<file path="config.mk">
export PLATFORM = sky130hd
export DESIGN_NAME = violation_reset_seq
export DESIGN_NICKNAME = d
export VERILOG_FILES = /design/src/rtl/violation_reset_seq.sv
export SDC_FILE = /design/constraint.sdc
export NUM_CORES = 1
export LEC_CHECK = 0
export BUFFER_PORTS_ARGS = -buffer_cell sky130_fd_sc_hd__buf_2
export CAP_MARGIN = 10
export CORE_MARGIN = 2
export CORE_UTILIZATION = 45
export DETAILED_ROUTE_END_ITERATION = 6
export GPL_TIMING_DRIVEN = 0
export PLACE_DENSITY = 0.84
export SLEW_MARGIN = 5
export SYNTH_ARGS = -nofsm -noshare
export SYNTH_HDL_FRONTEND = slang
export SYNTH_SLANG_ARGS = --single-unit
</file>
<file path="constraint.sdc">
create_clock -name clk -period 2.15 [get_ports clk]
set_clock_uncertainty 0.15 [all_clocks]
set_input_delay 0.43 -clock clk [delete_from_list [all_inputs] [get_ports clk]]
set_output_delay 0.43 -clock clk [all_outputs]
set_load 0.01 [all_outputs]
</file>
<file path="src/rtl/violation_reset_seq.sv">
// Turns per-source violation requests into a held system reset.
// The reset is released only once the core is seen fetching from the reset handler.
module violation_reset_seq #(
    parameter int          NUM_SRC       = 4,
    parameter int          MIN_HOLD      = 16,
    parameter logic [15:0] RESET_HANDLER = 16'hFFFE
) (
    input  logic               clk,
    input  logic               rst_n,
    input  logic [NUM_SRC-1:0] kill_req,
    input  logic [15:0]        pc,
    input  logic               pc_en,
    input  logic               clr_cause,
    output logic               sys_reset,
    output logic [NUM_SRC-1:0] cause,
    output logic [7:0]         viol_count,
    output logic               busy
);

    typedef enum logic [1:0] {
        IDLE,
        HOLD,
        WAIT_PC
    } state_t;

    localparam logic [7:0] HOLD_INIT = 8'(MIN_HOLD - 1);

    state_t     state;
    logic [7:0] hold_cnt;

    logic kill_any;
    logic at_handler;

    assign kill_any   = |kill_req;
    assign at_handler = pc_en && (pc == RESET_HANDLER);
    assign busy       = (state != IDLE);

    // A new kill while waiting for the handler fetch restarts the full hold window.
    always_ff @(posedge clk or negedge rst_n) begin
        if (!rst_n) begin
            state      <= IDLE;
            sys_reset  <= 1'b0;
            cause      <= '0;
            viol_count <= 8'd0;
            hold_cnt   <= 8'd0;
        end else begin
            case (state)
                IDLE: begin
                    if (kill_any) begin
                        state     <= HOLD;
                        sys_reset <= 1'b1;
                        cause     <= kill_req;
                        hold_cnt  <= HOLD_INIT;
                        if (viol_count != 8'hFF) begin
                            viol_count <= viol_count + 8'd1;
                        end
                    end else if (clr_cause) begin
                        cause <= '0;
                    end
                end

                HOLD: begin
                    sys_reset <= 1'b1;
                    cause     <= cause | kill_req;
                    if (hold_cnt == 8'd0) begin
                        state <= WAIT_PC;
                    end else begin
                        hold_cnt <= hold_cnt - 8'd1;
                    end
                end

                WAIT_PC: begin
                    if (kill_any) begin
                        state     <= HOLD;
                        sys_reset <= 1'b1;
                        cause     <= cause | kill_req;
                        hold_cnt  <= HOLD_INIT;
                        if (viol_count != 8'hFF) begin
                            viol_count <= viol_count + 8'd1;
                        end
                    end else if (at_handler) begin
                        state     <= IDLE;
                        sys_reset <= 1'b0;
                    end
                end

                default: begin
                    state     <= IDLE;
                    sys_reset <= 1'b0;
                end
            endcase
        end
    end

endmodule

</file>
==> results.toml, run 1 <==
[outcome]
status = "finished with violations"
failed_checks = "negative setup slack"

[timing]
post-route-min-period_ps = 2240
grt_setup_unrepaired = "yes"
finalCritPeriodShare_pct = 104
finalSetupViolCount = 8
max_freq_mhz = 446
finalMaxSlewViolations = 0
hold_viol = 0
setup_ws_ps = -94.2
finalHoldWorstSlack_ps = 245
worst_pin_slew_ps = 594
max_slew_margin_pct = 60.1

[clocking]
cts_tree = "yes"
root_buffer = "clkbuf_4"
clk_pin_slew_worst_paths_ps = 120
insertion_delay_ps = 300
cts_buffer_depth = 2
numClockSinks = 23
cts_made_buffers = 3
htreeDepth = 1

[global_route]
grt_pass1_wl_um = 4710
antenna_found_initial = 0
grt_pass1_vias = 1119
grt_max_degree = 24
overflow = 0
grtUsageTotal_pct = 18.0

[floorplanning]
rows = 19
ios = 38
fp.dieW_um = 57.2
dieHeight_um = 57.2
initial_core_util_pct = 46.9
fp.dieArea_um2 = 3270
core-area_um2 = 2710

[power_and_ir_drop]
power_density_nw_per_um2 = 1040
power_leakage_nw = 0.736
power.total_w = 0.00167
max-vdd-ir-drop_v = 0.000815

[setup_path]
cpMostUsedCell = "a21oi_1"
reg2reg_from = "hold_cnt[5]"
r2r_cells = 5
critPathRequiredTime_ps = 2190
critPathKind = "reg2reg"
r2r_slack_ps = -90
cp.arrival_ps = 2280
cpPeakStageDelay_ps = 570
start_kind = "flop"
cp_max_fo = 6
r2r_end = "hold_cnt[7]"
crit_buf_inv = 0
crit_slowest_cell = "or4_4"
cp_top_family = "simple AND/OR/NAND/NOR gates"
end_kind = "flop"
crit_path_cell_trace = "or4_4, nor4b_4, a211oi_2, a21oi_1, a21oi_1"

[placement]
place_hpwl_um = 2090
dp.cells = 191
gp_congestion = 0.840
io_buffers = 37
place_area_um2 = 1500

[finish]
antenna_cells = 0
final_cells = 201
final_nets = 203
layout-drive-gt1-share_pct = 32.4
synthToLayoutAreaGrowth_pct = 26.7
finalInstanceArea_um2 = 1610
fill_cells = 231

[logic_synthesis]
syn_area_um2 = 1270
syn_avg_cell_area_um2 = 10.3
synth_nets = 155
yosysMostFrequentCell = "dfrtp_1"
synthDistinctLibCells = 35
synth_top_area_share_pct = 45.3
synthTopCellsByCount = "23 x dfrtp_1, 10 x a21oi_1, 10 x nand2_1"
ys_ff_latch = 23
synth_ff_type = "dfrtp_1"
yosysWarningCount = 0
syn_inst = 123
yosys.area.top_type = "dfrtp_1"
ys_seq_area_share_pct = 45.3
synth_area_leaders = "dfrtp_1 45%, ha_1 7.9%, xnor2_1 4.1%"
synth_edf_count = 0
synth-async-reset-ratio_pct = 100

[route]
drt_wl_total_um = 2810
drcViolationCount = 0
ant_nets = 0
dr.pass1.iters = 4
avgRoutedWirePerCell_um = 14.0
num_vias = 1134
drtIter0Drc = 25
via_per_inst = 5.64

[flow_run]
maxCapViolCount = 0

[hold_path]
hold_path_class = "in2reg"
hold_path_depth = 2
hold_start = "kill_req[2]"
worst_hold_path.endpoint = "cause[2]"
[routing by layer]
layer / track usage [%] / vias up / part of all wire, %
li1: - / 551 / -
met1: 22.7 / 542 / 43
met2: 31.9 / 35 / 52
met3: 2.95 / 6 / 4.3
met4: 4.98 / 0 / 1.4
met5: 0 / - / 0
[how the worst max path moves through the flow]
stage          cells past startpoint     endpoint  slack, ps        start
3_3_place_gp                       7  hold_cnt[2]       -200     state[0]
5_1_grt                            5  hold_cnt[7]       -160  hold_cnt[4]
4_1_cts                            7  hold_cnt[2]        -70     state[0]
3_5_place_dp                       7  hold_cnt[2]       -260     state[0]
6_report                           5  hold_cnt[7]        -90  hold_cnt[5]
2_1_floorplan                      7  hold_cnt[2]         80     state[0]
[cell type report]
type,instances,area (um2),share of cell area (%)
buffer,1,5.00,0.311
clock buffer,4,26.3,1.63
inverter,7,26.3,1.63
multi-input combinational,92,706,43.8
sequential,23,576,35.7
tap,31,38.8,2.41
timing repair buffer,43,233,14.5
[timing repair]
item,in CTS,in global routing
gates cloned,0,0
endpoints found under the hold margin,23,0
buffers inserted,0,5
setup endpoints to repair,13,16
resized for setup,3,6
hold buffers,1,0
pin swaps,1,10
[flip-flops by register name, summed over array words and instances (netlist names)]
register / cells
cause: 4
hold_cnt: 8
state: 2
viol_count: 8
sys_reset: 1
[report_power, final]
| part | switching [W] | total, W | internal [W] |
|---|---|---|---|
| logic | 0.000409 | 0.000775 | 0.000366 |
| registers | 0.000130 | 0.000701 | 0.000571 |
| clock network | 0.000125 | 0.000198 | 0.0000724 |
| total | 0.000665 | 0.00167 | 0.00101 |
[per-stage QoR]
stage                     setup TNS [ps]  setup slack [ps]  utilization [%]
final                               -330             -94.2             59.4
after floorplan                        0              84.8                -
after global placement              -757              -205             55.2
after detailed placement           -1300              -258             55.2
after global routing               -1030              -156             59.4
after CTS                           -237             -65.6             57.4
[layout by cell type, fill, tap and decap left out, types with 2 or more instances in the layout]
master,Yosys,routed
dfrtp_1,23,23
a31oi_1,6,5
inv_1,7,7
buf_4,0,5
nand3_1,6,6
nand2_1,10,10
clkbuf_4,0,3
nand2b_1,2,2
a22o_1,4,4
and2_1,2,2
o21a_1,2,2
nor2_1,4,4
ha_1,8,8
o21ai_1,0,2
and3_1,2,2
or3_1,4,4
a21oi_1,10,10
xnor2_1,6,6
nor3_1,3,3
buf_2,0,37
nand4_1,4,4
[logic make-up (layout without fill, tap and decap cells)]
| kind of cell | count (synthesis) | after routing | synth area share, % |
|---|---|---|---|
| AOI/OAI and AO/OA | 33 | 33 | 18.2 |
| xor gates and xnor gates | 7 | 7 | 4.82 |
| adders and majority gates | 8 | 8 | 7.87 |
| buffers and inverters | 8 | 55 | 2.36 |
| DFF | 23 | 23 | 45.3 |
| muxes | 1 | 1 | 0.886 |
| and+or+nand+nor | 43 | 43 | 20.6 |
(Power assumes the default switching activity.)
==> inputs of run 2 (changes only) <==
Settings changed: CORE_MARGIN 2 to 4, CORE_UTILIZATION 45 to 30, PLACE_DENSITY 0.84 to 0.63.
==> run 2 against run 1 <==
Effect of this change: the run ends with negative hold slack left; clock-buffer cell count unchanged; core utilization decreased by 18 points; setup slack improved by 200 ps; via count decreased by 2.3%; hold slack got worse by 260 ps; wire length increased by 2.0%; die area increased by 64%; flip-flop and latch count unchanged; register-to-register slack improved by 200 ps; largest cell class unchanged; largest power group unchanged.
==> results.toml, run 2 (synthesized netlist as in run 1, its figures left out) <==
[finish]
final_nets = 204
synthToLayoutAreaGrowth_pct = 33.5
final_cells = 221
final_core_util_pct = 41.8
layout-drive-gt1-share_pct = 36.3
antenna_cells = 0
largestRegisters = "hold_cnt x8, viol_count x8, cause x4"
final_cell_mix = "38 x buf_2, 23 x dfrtp_1, 10 x nand2_1"
final_common_cell = "buf_2"

[global_route]
grtUsageTotal_pct = 11.8
grt_pass1_vias = 1186
grt_pass1_wl_um = 5150
antenna_found_initial = 0
grt_max_degree = 24
overflow = 0

[setup_path]
cp_max_fo = 6
r2r_slack_ps = 110
end_kind = "flop"
r2r_end = "hold_cnt[2]"
start_kind = "flop"
critPathRequiredTime_ps = 2130
critPathKind = "reg2reg"
cp.arrival_ps = 2020
reg2reg_from = "hold_cnt[4]"
r2r_cells = 6

[power_and_ir_drop]
clkPwrFrac_pct = 15.4
p_int_w = 0.00106
power_density_nw_per_um2 = 1030
power_leakage_nw = 0.756
seqPwrFrac_pct = 40.0
max-vdd-ir-drop_v = 0.000700
p_switching_w = 0.000682
power.total_w = 0.00174
p_sw_share_pct = 39.2
power.share.combinational_pct = 44.6

[timing]
finalSetupViolCount = 0
finalMaxSlewViolations = 0
post-route-min-period_ps = 2040
tns_ps = 0
worst_pin_slew_ps = 638
max_slew_margin_pct = 57.2
hold_viol = 23
finalHoldWorstSlack_ps = -13.7
finalCritPeriodShare_pct = 94.9
max_freq_mhz = 490

[floorplanning]
rows = 23
core-area_um2 = 4060
fp.dieArea_um2 = 5340
fp.dieW_um = 73.1
dieHeight_um = 73.1
ios = 38
initial_core_util_pct = 31.3

[outcome]
failed_checks = "negative hold slack"
status = "finished with violations"

[flow_run]
maxCapViolCount = 0

[clocking]
cts_tree = "yes"
numClockSinks = 23
cts_made_buffers = 3
cts_buffer_depth = 2
htreeDepth = 1
root_buffer = "clkbuf_8"
clk_pin_slew_worst_paths_ps = 80
insertion_delay_ps = 260

[route]
dr.pass1.iters = 4
drcViolationCount = 0
ant_nets = 0
num_vias = 1108
via_per_inst = 5.01
avgRoutedWirePerCell_um = 13.0
drt_wl_total_um = 2870
drtIter0Drc = 49

[placement]
io_buffers = 37
place_hpwl_um = 2100
dp.cells = 210
gp_congestion = 0.785

[hold_path]
hold_path_class = "in2async"
run 2: worst max-delay path, stage by stage, from the launching register on:
cell      delay (ps)
dfrtp_1          420
or4_4            560
nor4b_4          270
buf_4            200
a221oi_4         100
a21oi_2          170
a31oi_1           50
run 2: metal layers:
| layer | vias to the layer above | wire (um) | GRT usage, % |
|---|---|---|---|
| li1 | 554 | - | - |
| met1 | 528 | 1350 | 15.9 |
| met2 | 24 | 1400 | 19.8 |
| met3 | 2 | 104 | 1.79 |
| met4 | 0 | 12 | 3.07 |
| met5 | - | 0 | 0 |
run 2: cell type report:
cell class	instances	area (um2)
Tap cell	50	62.6
Sequential cell	23	576
Multi-Input combinational cell	92	744
Buffer	1	5.00
Clock buffer	4	45.0
Timing Repair Buffer	44	238
Inverter	7	26.3
Fill cell	375	2360
run 2: metrics by stage:
step / area [um2] / setup WS, ps
2_1_floorplan: 1270 / 84.8
3_3_place_gp: 1520 / -270
3_5_place_dp: 1520 / -300
4_1_cts: 1630 / 3.50
5_1_grt: 1700 / -0.543
6_report: 1700 / 109
run 2: power groups by stage:
| stage | Sequential [W] | Clock (W) | Combinational, W |
|---|---|---|---|
| after floorplan | 0.000734 | 0 | 0.000409 |
| after global placement | 0.000710 | 0 | 0.000665 |
| after detailed placement | 0.000708 | 0 | 0.000678 |
| after CTS | 0.000697 | 0.000282 | 0.000734 |
| after global routing | 0.000718 | 0.000301 | 0.000872 |
| final | 0.000696 | 0.000268 | 0.000776 |
run 2: worst max-delay path by stage:
stage,endpoint,startpoint,slack [ps]
finish,hold_cnt[2],hold_cnt[4],110
global route,hold_cnt[6],hold_cnt[4],-0.5
CTS,hold_cnt[6],state[1],3
detailed placement,hold_cnt[2],state[0],-300
global placement,hold_cnt[2],state[0],-270
floorplan,hold_cnt[2],state[0],80
run 2: timing repair:
| item | 4_1_cts | 5_1_grt |
|---|---|---|
| gates resized for setup | 5 | 11 |
| hold buffers | 0 | 0 |
| setup endpoints to repair | 15 | 17 |
| pin swaps | 2 | 1 |
| buffers inserted | 3 | 4 |
